File: src/rtl/warmboot_pkg.sv
// Shared definitions for the warm-boot sequencer: FSM state encoding and the
// slot-index to flash-address mapping used when commanding the bitstream loader.
package warmboot_pkg;

  typedef enum logic [2:0] {
    ST_IDLE    = 3'd0,
    ST_HOLD    = 3'd1,
    ST_WAIT    = 3'd2,
    ST_RELEASE = 3'd3,
    ST_FAILED  = 3'd4
  } state_t;

  // Width of the intermediate address arithmetic; callers truncate to their
  // own address width, which gives the modulo-2**ADDR_WIDTH wrap.
  localparam int unsigned ADDR_CALC_W = 32'd64;

  // Byte address of a slot: base + slot * 2**stride_log2.
  function automatic logic [ADDR_CALC_W-1:0] slot_to_addr(
    input logic [31:0]            slot,
    input int unsigned            stride_log2,
    input logic [ADDR_CALC_W-1:0] base
  );
    logic [ADDR_CALC_W-1:0] offset;
    offset = {32'd0, slot} << stride_log2;
    return base + offset;
  endfunction

endpackage

File: src/rtl/warmboot_sync.sv
// Brings the asynchronous fabric boot request into the CLK domain through a
// two-flop synchronizer and flags the cycle in which the synchronized level rises.
module warmboot_sync (
  input  logic clk,
  input  logic rst,
  input  logic d,
  output logic rise
);

  logic meta_r;
  logic sync_r;
  logic prev_r;

  // Two synchronizer stages plus a delayed copy used for edge detection
  always_ff @(posedge clk or posedge rst) begin
    if (rst) begin
      meta_r <= 1'b0;
      sync_r <= 1'b0;
      prev_r <= 1'b0;
    end else begin
      meta_r <= d;
      sync_r <= meta_r;
      prev_r <= sync_r;
    end
  end

  assign rise = sync_r & ~prev_r;

endmodule

File: src/rtl/warmboot_ctrl.sv
// Warm-boot sequencer. Holds the fabric in reset, starts the bitstream loader at
// the selected slot's flash address, retries once from the default slot on a
// failed or timed-out load, and releases reset one cycle after CONFIGURED rises.
module warmboot_ctrl
  import warmboot_pkg::*;
#(
  parameter int unsigned          SLOT_BITS        = 32'd4,
  parameter int unsigned          ADDR_WIDTH       = 32'd24,
  parameter int unsigned          SLOT_STRIDE_LOG2 = 32'd20,
  parameter logic [ADDR_WIDTH-1:0] BASE_ADDR       = {ADDR_WIDTH{1'b0}},
  parameter int unsigned          DEFAULT_SLOT     = 32'd0,
  parameter int unsigned          RESET_CYCLES     = 32'd16,
  parameter int unsigned          TIMEOUT_CYCLES   = 32'd16777216
) (
  input  logic                  CLK,
  input  logic                  RST,
  input  logic [SLOT_BITS-1:0]  SLOT_top,
  input  logic                  BOOT_top,
  output logic                  RESET_top,
  output logic                  CONFIGURED_top,
  output logic                  cfg_start,
  output logic [ADDR_WIDTH-1:0] cfg_addr,
  input  logic                  cfg_done,
  input  logic                  cfg_error,
  output logic [SLOT_BITS-1:0]  active_slot,
  output logic                  boot_failed
);

  // Slot field plus stride must fit in the loader address, and the hold
  // phase needs at least one cycle.
  if (SLOT_BITS + SLOT_STRIDE_LOG2 > ADDR_WIDTH) begin : g_addr_width_check
    $error("warmboot_ctrl: SLOT_BITS + SLOT_STRIDE_LOG2 exceeds ADDR_WIDTH");
  end
  if (RESET_CYCLES < 32'd1) begin : g_reset_cycles_check
    $error("warmboot_ctrl: RESET_CYCLES must be at least 1");
  end

  localparam int unsigned HOLD_W = $clog2(RESET_CYCLES + 32'd1);
  localparam int unsigned WD_W   = (TIMEOUT_CYCLES > 32'd1) ? $clog2(TIMEOUT_CYCLES) : 32'd1;

  localparam logic [HOLD_W-1:0] HOLD_LAST = HOLD_W'(RESET_CYCLES);
  localparam logic [WD_W-1:0]   WD_LAST   = WD_W'(TIMEOUT_CYCLES - 32'd1);
  localparam logic              WD_EN     = (TIMEOUT_CYCLES != 32'd0);

  // Synchronized boot request edge
  logic boot_rise_s;

  // FSM and datapath registers
  state_t                state_r;
  logic [HOLD_W-1:0]     hold_cnt_r;
  logic [WD_W-1:0]       wd_cnt_r;
  logic                  fallback_r;
  logic [SLOT_BITS-1:0]  active_slot_r;
  logic [ADDR_WIDTH-1:0] cfg_addr_r;
  logic                  cfg_start_r;
  logic                  reset_top_r;
  logic                  configured_r;
  logic                  boot_failed_r;

  // Next-state values
  state_t                state_nxt_s;
  logic [HOLD_W-1:0]     hold_cnt_nxt_s;
  logic [WD_W-1:0]       wd_cnt_nxt_s;
  logic                  fallback_nxt_s;
  logic [SLOT_BITS-1:0]  slot_nxt_s;
  logic [ADDR_WIDTH-1:0] addr_nxt_s;
  logic                  start_nxt_s;

  // Loader outcome qualifiers
  logic wd_expired_s;
  logic load_ok_s;
  logic load_fail_s;

  warmboot_sync u_boot_sync (
    .clk  (CLK),
    .rst  (RST),
    .d    (BOOT_top),
    .rise (boot_rise_s)
  );

  // A good completion in the expiry cycle takes precedence over the watchdog.
  assign wd_expired_s = WD_EN & (wd_cnt_r == WD_LAST);
  assign load_ok_s    = cfg_done & ~cfg_error;
  assign load_fail_s  = (cfg_done & cfg_error) | wd_expired_s;

  // Next-state and datapath update decisions for the boot sequence
  always_comb begin
    state_nxt_s    = state_r;
    hold_cnt_nxt_s = hold_cnt_r;
    wd_cnt_nxt_s   = wd_cnt_r;
    fallback_nxt_s = fallback_r;
    slot_nxt_s     = active_slot_r;
    addr_nxt_s     = cfg_addr_r;
    start_nxt_s    = 1'b0;
    case (state_r)
      ST_IDLE: begin
        // Slot is captured in the same cycle as the synchronized edge.
        if (boot_rise_s) begin
          state_nxt_s    = ST_HOLD;
          hold_cnt_nxt_s = {HOLD_W{1'b0}};
          fallback_nxt_s = 1'b0;
          slot_nxt_s     = SLOT_top;
        end else begin
          state_nxt_s = ST_IDLE;
        end
      end
      ST_HOLD: begin
        if (hold_cnt_r == HOLD_LAST) begin
          state_nxt_s  = ST_WAIT;
          start_nxt_s  = 1'b1;
          wd_cnt_nxt_s = {WD_W{1'b0}};
          addr_nxt_s   = ADDR_WIDTH'(slot_to_addr(32'(active_slot_r), SLOT_STRIDE_LOG2,
                                                  ADDR_CALC_W'(BASE_ADDR)));
        end else begin
          hold_cnt_nxt_s = hold_cnt_r + HOLD_W'(32'd1);
        end
      end
      ST_WAIT: begin
        if (load_ok_s) begin
          state_nxt_s = ST_RELEASE;
        end else if (load_fail_s) begin
          if (fallback_r) begin
            state_nxt_s = ST_FAILED;
          end else begin
            state_nxt_s    = ST_HOLD;
            fallback_nxt_s = 1'b1;
            slot_nxt_s     = SLOT_BITS'(DEFAULT_SLOT);
            hold_cnt_nxt_s = {HOLD_W{1'b0}};
          end
        end else begin
          wd_cnt_nxt_s = wd_cnt_r + WD_W'(32'd1);
        end
      end
      ST_RELEASE: begin
        state_nxt_s = ST_IDLE;
      end
      ST_FAILED: begin
        state_nxt_s = ST_FAILED;
      end
      default: begin
        // An unreachable encoding keeps the fabric parked in reset.
        state_nxt_s = ST_FAILED;
      end
    endcase
  end

  // FSM state register; reset enters the power-on load
  always_ff @(posedge CLK or posedge RST) begin
    if (RST) begin
      state_r <= ST_HOLD;
    end else begin
      state_r <= state_nxt_s;
    end
  end

  // Counters, slot/fallback tracking and loader command registers
  always_ff @(posedge CLK or posedge RST) begin
    if (RST) begin
      hold_cnt_r    <= {HOLD_W{1'b0}};
      wd_cnt_r      <= {WD_W{1'b0}};
      fallback_r    <= 1'b1;
      active_slot_r <= SLOT_BITS'(DEFAULT_SLOT);
      cfg_addr_r    <= {ADDR_WIDTH{1'b0}};
      cfg_start_r   <= 1'b0;
    end else begin
      hold_cnt_r    <= hold_cnt_nxt_s;
      wd_cnt_r      <= wd_cnt_nxt_s;
      fallback_r    <= fallback_nxt_s;
      active_slot_r <= slot_nxt_s;
      cfg_addr_r    <= addr_nxt_s;
      cfg_start_r   <= start_nxt_s;
    end
  end

  // Fabric-facing flags registered from the upcoming state so they line up with it
  always_ff @(posedge CLK or posedge RST) begin
    if (RST) begin
      reset_top_r   <= 1'b1;
      configured_r  <= 1'b0;
      boot_failed_r <= 1'b0;
    end else begin
      reset_top_r   <= (state_nxt_s != ST_IDLE);
      configured_r  <= (state_nxt_s == ST_IDLE) || (state_nxt_s == ST_RELEASE);
      boot_failed_r <= (state_nxt_s == ST_FAILED);
    end
  end

  assign RESET_top      = reset_top_r;
  assign CONFIGURED_top = configured_r;
  assign cfg_start      = cfg_start_r;
  assign cfg_addr       = cfg_addr_r;
  assign active_slot    = active_slot_r;
  assign boot_failed    = boot_failed_r;

endmodule

File: config.mk
export PLATFORM = sky130hd
export DESIGN_NAME = warmboot_ctrl
export DESIGN_NICKNAME = d
export VERILOG_FILES = /design/src/rtl/warmboot_pkg.sv /design/src/rtl/warmboot_sync.sv /design/src/rtl/warmboot_ctrl.sv
export SDC_FILE = /design/constraint.sdc
export NUM_CORES = 1
export LEC_CHECK = 0
export ABC_AREA = 1
export CORE_ASPECT_RATIO = 1.2
export CORE_MARGIN = 1.5
export CORE_UTILIZATION = 40
export DETAILED_ROUTE_END_ITERATION = 8
export RECOVER_POWER = 100
export SYNTH_ARGS = -nofsm -noshare
export SYNTH_HDL_FRONTEND = slang
export SYNTH_HIERARCHICAL = 1
export SYNTH_SLANG_ARGS = --single-unit
File: constraint.sdc
create_clock -name CLK -period 5.2 [get_ports CLK]
set_clock_uncertainty 0.15 [all_clocks]
set_input_delay 1.04 -clock CLK [delete_from_list [all_inputs] [get_ports CLK]]
set_output_delay 1.04 -clock CLK [all_outputs]
set_load 0.005 [all_outputs]
---- Word-level counts from Yosys, hierarchy flattened ----
Cells that the tools add are included.
Widths: inputs -> output; s select.
storage, ports and cells
  bits of input ports ..................... 9
  register bits after elaboration ......... 48
  logic and storage cells ................. 74
  output and inout port bits .............. 32
operators by class
  eq/ne operators ......................... 14
  mux-type cells .......................... 27
  $add $sub $neg .......................... 2
  bitwise logic cells ..................... 6
  reduce and logical (&&, ||, !) cells .... 12
operator list
  operator               count
  $mux 24                3
  $pmux 24 s2            1
  $mux 5                 5
  $add 24x1->24 const B  1
  $eq 24x24->1 const B   1
  $mux 4                 4
  $pmux 5 s3             1
  $ne 2x2->1 const B     7
  $mux 3                 4
  $pmux 3 s4             1
  $eq 3x2->1 const B     3
  $pmux 4 s2             1
  $reduce_and 4->1       2
  $logic_not 3->1        2
  $mux 1                 6
  $reduce_and 6->1       1
  $reduce_bool 3->1      2
  $add 5x1->5 const B    1
  $eq 5x5->1 const B     1
  $reduce_and 5->1       1
  $reduce_bool 2->1      2
  $and 1x1->1            3
  $eq 3x1->1 const B     1
  $eq 3x3->1 const B     1
  other kinds (5)        6

---- Longest topological paths before layout ----
  depth after elaboration ................. 7
  mapped depth ............................ 13
  mapped depth without buffers ............ 12

---- Cells and area by module ----
Netlist, hierarchy kept.
modules (own cells, without submodules)
  module         sequential area each (µm²)  area an instance (µm²)  times used  cells an instance
  warmboot_ctrl  1129.8                      2790.2                  1           387
  warmboot_sync  75.1                        88.8                    1           6

---- Least setup slack after synthesis ----
Ideal clock, no wire load.
  path type ............................... input-to-reg
  start ................................... input cfg_error
  end ..................................... register hold_cnt_r[3]
  data required time ...................... 4921 ps
  arrival ................................. 1784 ps
  path slack .............................. 3137 ps
  buffers on the path ..................... 0
  stages on the path ...................... 7
  path through ............................ inv_1 > nand2_1 > nor2_1 > nor2_1 > nand3_2 > nand2_1 > o21ai_0
between the ends
  word-level cells in the longest chain between the ends .. 4
  elaborated cells between the ends (all ways) .. 7
  classes of those cells .................. eq/ne: 2; bitwise: 4; reduce/logical: 1
ends and longest elaborated chain
  what                                       RTL line                                  text
  from (decl)                                warmboot_ctrl.sv:24                       input logic cfg_error,
  $and 1x1->1 or $not 1->1 (tied branches)   warmboot_ctrl.sv:84, warmboot_ctrl.sv:83
  $or 1x1->1 or $and 1x1->1 (tied branches)  warmboot_ctrl.sv:84, warmboot_ctrl.sv:83
  $ne 2x2->1 (no line)                       n/a
  $reduce_and 6->1 (no line) *               n/a
  to (signal assigned)                       warmboot_ctrl.sv:159                      hold_cnt_r <= {HOLD_W{1'b0}};
  to (signal assigned)                       warmboot_ctrl.sv:166                      hold_cnt_r <= hold_cnt_nxt_s;
  to (decl)                                  warmboot_ctrl.sv:50                       logic [HOLD_W-1:0] hold_cnt_r;
Every way passes the cells marked *; elsewhere a longest branch is shown, timed or not.
A chain may end at the register's enable or synchronous reset.

---- Worst setup path in the final report ----
  start ................................... register state_r[0]
  end ..................................... register wd_cnt_r[2]
between the ends
  word-level cells in the longest chain between the ends .. 3
  elaborated cells between the ends (all ways) .. 8
  classes of those cells .................. eq/ne: 5; mux: 1; reduce/logical: 2
ends and longest elaborated chain
  what                                                       RTL line              text
  from (decl)                                                warmboot_ctrl.sv:49   state_t state_r;
  from (signal assigned)                                     warmboot_ctrl.sv:152  state_r <= state_nxt_s;
  $eq 3x1->1 or $eq 3x2->1 (tied branches)                   warmboot_ctrl.sv:95   case (state_r)
  $ne 2x2->1 (no line) or $reduce_bool 2->1 (tied branches)  n/a
  $reduce_and 4->1 (no line)                                 n/a
  to (signal assigned)                                       warmboot_ctrl.sv:160  wd_cnt_r <= {WD_W{1'b0}};
  to (signal assigned)                                       warmboot_ctrl.sv:167  wd_cnt_r <= wd_cnt_nxt_s;
  to (decl)                                                  warmboot_ctrl.sv:51   logic [WD_W-1:0] wd_cnt_r;
Parallel ways exist; a longest one is shown, timed or not.

==> PnR_summary.wiki <==
{| class="wikitable"
! Metric !! Value
|-
| Wire length of the first global-routing pass || between 10000 and 15000 microns
|-
| Synthesized instance count || 393
|-
| Setup repair bufs after CTS || 0
|-
| Final non-filler cell total || between 500 and 600
|-
| Largest voltage drop on the vdd net || between 0.0001 and 0.00015 V
|-
| Die span in y || 95.9 microns
|-
| Startpoint type of the worst setup path || flop
|-
| Finished layout cell area || between 3000 and 4000 sq um
|-
| Number of max-capacitance violations reported || 1
|-
| Required time at the worst-slack endpoint || around 5.3 ns
|-
| GRT Resource Usage Total || between 15 and 20%
|-
| Switching portion of total power || between 20% and 30%
|-
| Slew at the pin closest to its max-slew limit || between 1.5 and 2 ns
|-
| Filler cell count || 718
|-
| Area share of the largest cell type after synthesis || a little under 40%
|-
| Total overflow reported by the global router || 0
|-
| CTS buffer count || 5
|-
| Initial antenna violation count || 0
|-
| Post-synth top cells || 148 x sky130_fd_sc_hd__nand2_1, 52 x sky130_fd_sc_hd__nor2_1, 45 x sky130_fd_sc_hd__dfrtp_1
|-
| Placed Area || roughly 3100 sq um
|-
| CP max-delay cell || sky130_fd_sc_hd__nand2_1
|-
| Starting Density || 41.8%
|-
| Clock tree from TritonCTS || done
|-
| Final routed wirelength across all metal layers || around 5500 microns
|-
| Worst Path Max Fanout || 30
|-
| Combined area of the multi-input logic cells || 1410 sq um
|-
| Result of the run || finished, violations left
|-
| Maximum count of clock buffers along a single path || 2
|-
| Areal power density over the cells || a little over 200 nW/um^2
|-
| Warning count from the yosys run || 6
|-
| Post-synthesis share of cell area spent on full adders, half adders and majority gates || under 10%
|-
| Remaining antenna violation count || 0
|-
| Violated checks || capacitance limit, slew limit
|-
| Cell with the most instances after synthesis || sky130_fd_sc_hd__nand2_1
|-
| Number of placed instances with taps included || roughly 490
|-
| Post-synth ARST share || between 90% and 100%
|-
| Clock-pin slew of the registers on the worst-case setup and hold paths || about 0.09 ns
|-
| Die W || a little over 80 microns
|-
| Share of the yosys chip area belonging to registers || 41.9%
|-
| Worst Path Buf+Inv || 3
|-
| Pwr Total || between 0.6 and 0.7 mW
|-
| Number of nets in the final layout || around 430
|-
| Critical path class || reg -> reg
|-
| Worst endpoint data arrival time || 3.21 ns
|-
| Io pins || about 40
|-
| Combinational group share of total power || under 10%
|-
| Diodes inserted || 0
|-
| FF+latch area || roughly 1200 sq um
|-
| Final setup violation count || 0
|-
| Fin. Hold Viols || 0
|-
| Multiplexer share of the synthesized area || 0%
|-
| Cell type with the highest occurrence count on the critical path || sky130_fd_sc_hd__inv_1
|-
| Core Footprint || slightly below 7000 sq um
|-
| Library cells used by synthesis || 31
|-
| Mean cell area of the mapped netlist || ~7.3 sq um
|-
| DRC violations left || 0
|-
| Worst slew margin relative to its limit || -16.9%
|-
| Number of global-route vias before repair || about 2300
|-
| Main combinational cell family by area after synthesis || simple AND/OR/NAND/NOR gates
|-
| Fraction of the core area covered by cells at the end of the flow || 45.6%
|-
| Skew-Pair Late Insertion Delay || ~0.31 ns
|-
| Root buffer cell || sky130_fd_sc_hd__clkbuf_8
|-
| Kind of capture point of the worst setup path || flop
|-
| Starting DRC count in detailed routing || just under 100
|-
| Post-Route Hold Slack || 0.212 ns
|-
| Dominant cell type by area after synthesis || sky130_fd_sc_hd__dfrtp_1
|-
| Unrepaired setup endpoints after global routing || no
|-
| Series of cell instances along the critical path || inv_1 > nor3_1 > inv_1 > nor2_1 > inv_1 > nand2_1 > nand2_1 > o21ai_0
|-
| Maximum number of pins on one net before global-route repair || 46
|-
| Cell internal power dissipation || a little under 0.5 mW
|-
| Setup total negative slack || 0 ns
|-
| Fraction of the mapped netlist area in compound gates || under 10%
|-
| Final HPWL DP || between 4000 and 5000 microns
|-
| Post-cts resize count || 0
|-
| Pre-CTS setup slack || between 2 and 2.5 ns
|-
| EDFF count, synth || 0
|-
| Count of port buffers added during placement || 20
|-
| Max-slew violation count || 46
|-
| Worst-case setup margin in the final layout || ~2 ns
|-
| Share of power burned in the clock network || a little under two fifths
|-
| Top achievable clock speed || 0.316 GHz
|-
| Share of power burned in registers || between 50% and 60%
|-
| Simple-gate share of the synthesized area || 37.2%
|-
| Total number of vias || around 2300
|-
| Syn-to-layout area delta || 9.21%
|-
| Final worst path period share || between 60% and 70%
|-
| Leakage component of the power || around 1.5 nW
|-
| Highest cell delay on the worst timing path || between 0.7 and 0.8 ns
|-
| Routed wire length per instance || 11.1 microns
|-
| Class of the tightest hold or removal check || reg -> reg
|-
| CTS H-tree lvls || 2
|-
| Num rows || 33
|-
| XOR/XNOR Fraction of Synth Area || under 10%
|-
| Floorplan die area || about 7700 sq um
|-
| Top area cells in the synthesized netlist || sky130_fd_sc_hd__dfrtp_1 39%, sky130_fd_sc_hd__nand2_1 19%, sky130_fd_sc_hd__nor2_1 6.8%, sky130_fd_sc_hd__buf_4 6.0%, sky130_fd_sc_hd__inv_1 4.0%
|-
| Count of hold buffers inserted by post-cts repair || 0
|-
| Most common flop cell mapped by yosys || sky130_fd_sc_hd__dfrtp_1
|-
| Final min period || between 3 and 4 ns
|-
| Final RePlAce weighted congestion || approximately 0.86
|-
| Clock sink count || 48
|-
| Family with the most delay on the worst path || simple AND/OR/NAND/NOR gates
|-
| Routed via count divided by cell count || ~4.6
|-
| Flip-flop and latch count after synthesis || between 40 and 50
|-
| Initial DRT Pass Iterations || 4
|-
| Cell Area, Synth || between 2000 and 3000 sq um
|-
| NetSw || 0.148 mW
|-
| Fraction of final layout cells with drive strength greater than 1 || under 10%
|}
==> layout make-up <==
class | count | area share [%]
clock buffers | 6 | 2.63
clock inverters | 2 | 0.557
inverters | 33 | 3.94
multi-input cells | 305 | 44.7
flip-flops and latches | 48 | 38.3
well taps | 87 | 3.46
repair buffers | 20 | 6.37
==> cell usage in the layout (no fill, tap or decap), drive strengths merged, types with 2 or more instances in the layout <==
| master | instances |
|---|---|
| conb | 20 |
| nor3b | 2 |
| nor3 | 6 |
| nand4 | 3 |
| ha | 3 |
| o21ai | 11 |
| clkdlybuf4s50 | 5 |
| a21oi | 3 |
| inv | 35 |
| xor2 | 12 |
| dfstp | 3 |
| nand2 | 154 |
| dfrtp | 45 |
| clkbuf | 6 |
| nand3 | 22 |
| or2 | 2 |
| nor2 | 59 |
| xnor2 | 5 |
| dlygate4sd3 | 15 |
==> cells by family after synthesis <==
group | Yosys count
adder cells (fa/ha/maj) | 3
AO/OA/AOI/OAI | 16
XOR/XNOR | 17
other | 1
AND/OR/NAND/NOR | 249
buffers and inverters | 59
flip-flops | 48
==> power groups by stage <==
stage | sequential (mW) | clock (mW) | combinational [mW]
after global routing | 0.375 | 0.270 | 0.0235
after floorplan | 0.382 | 0 | 0.0222
after detailed placement | 0.382 | 0 | 0.0204
final | 0.375 | 0.246 | 0.0192
after global placement | 0.382 | 0 | 0.0202
after CTS | 0.375 | 0.256 | 0.0205
==> layer usage <==
layer | routed length, microns | share of wire, % | track usage, % | vias to the layer above
met2 | 2770 | 50 | 30.0 | 41
met4 | 98 | 1.8 | 5.89 | 0
met5 | 0 | 0 | 0 | -
met3 | 202 | 3.6 | 3.51 | 10
li1 | - | - | - | 1205
met1 | 2470 | 45 | 19.9 | 1047
==> final timing paths <==
check / cells past startpoint / slack, ns / to / startpoint
hold reg to reg: 0 / 0.21 / u_boot_sync/sync_r / u_boot_sync/meta_r
setup reg to reg: 8 / 2.04 / wd_cnt_r[2] / state_r[0]
max in group asynchronous: 2 / 2.28 / wd_cnt_r[8] / RST
setup / recovery: 8 / 2.04 / wd_cnt_r[2] / state_r[0]
min in group asynchronous: 2 / 0.89 / u_boot_sync/meta_r / RST
hold / removal: 0 / 0.21 / u_boot_sync/sync_r / u_boot_sync/meta_r
==> sequential cells by signal, summed over array words and instances, names as in the netlist <==
register            cells
CONFIGURED_top          1
RESET_top               1
active_slot             4
boot_failed             1
cfg_addr                4
cfg_start               1
fallback_r              1
hold_cnt_r              5
state_r                 3
u_boot_sync/meta_r      1
u_boot_sync/prev_r      1
u_boot_sync/sync_r      1
wd_cnt_r               24
Power figures use the tool's default switching activity.
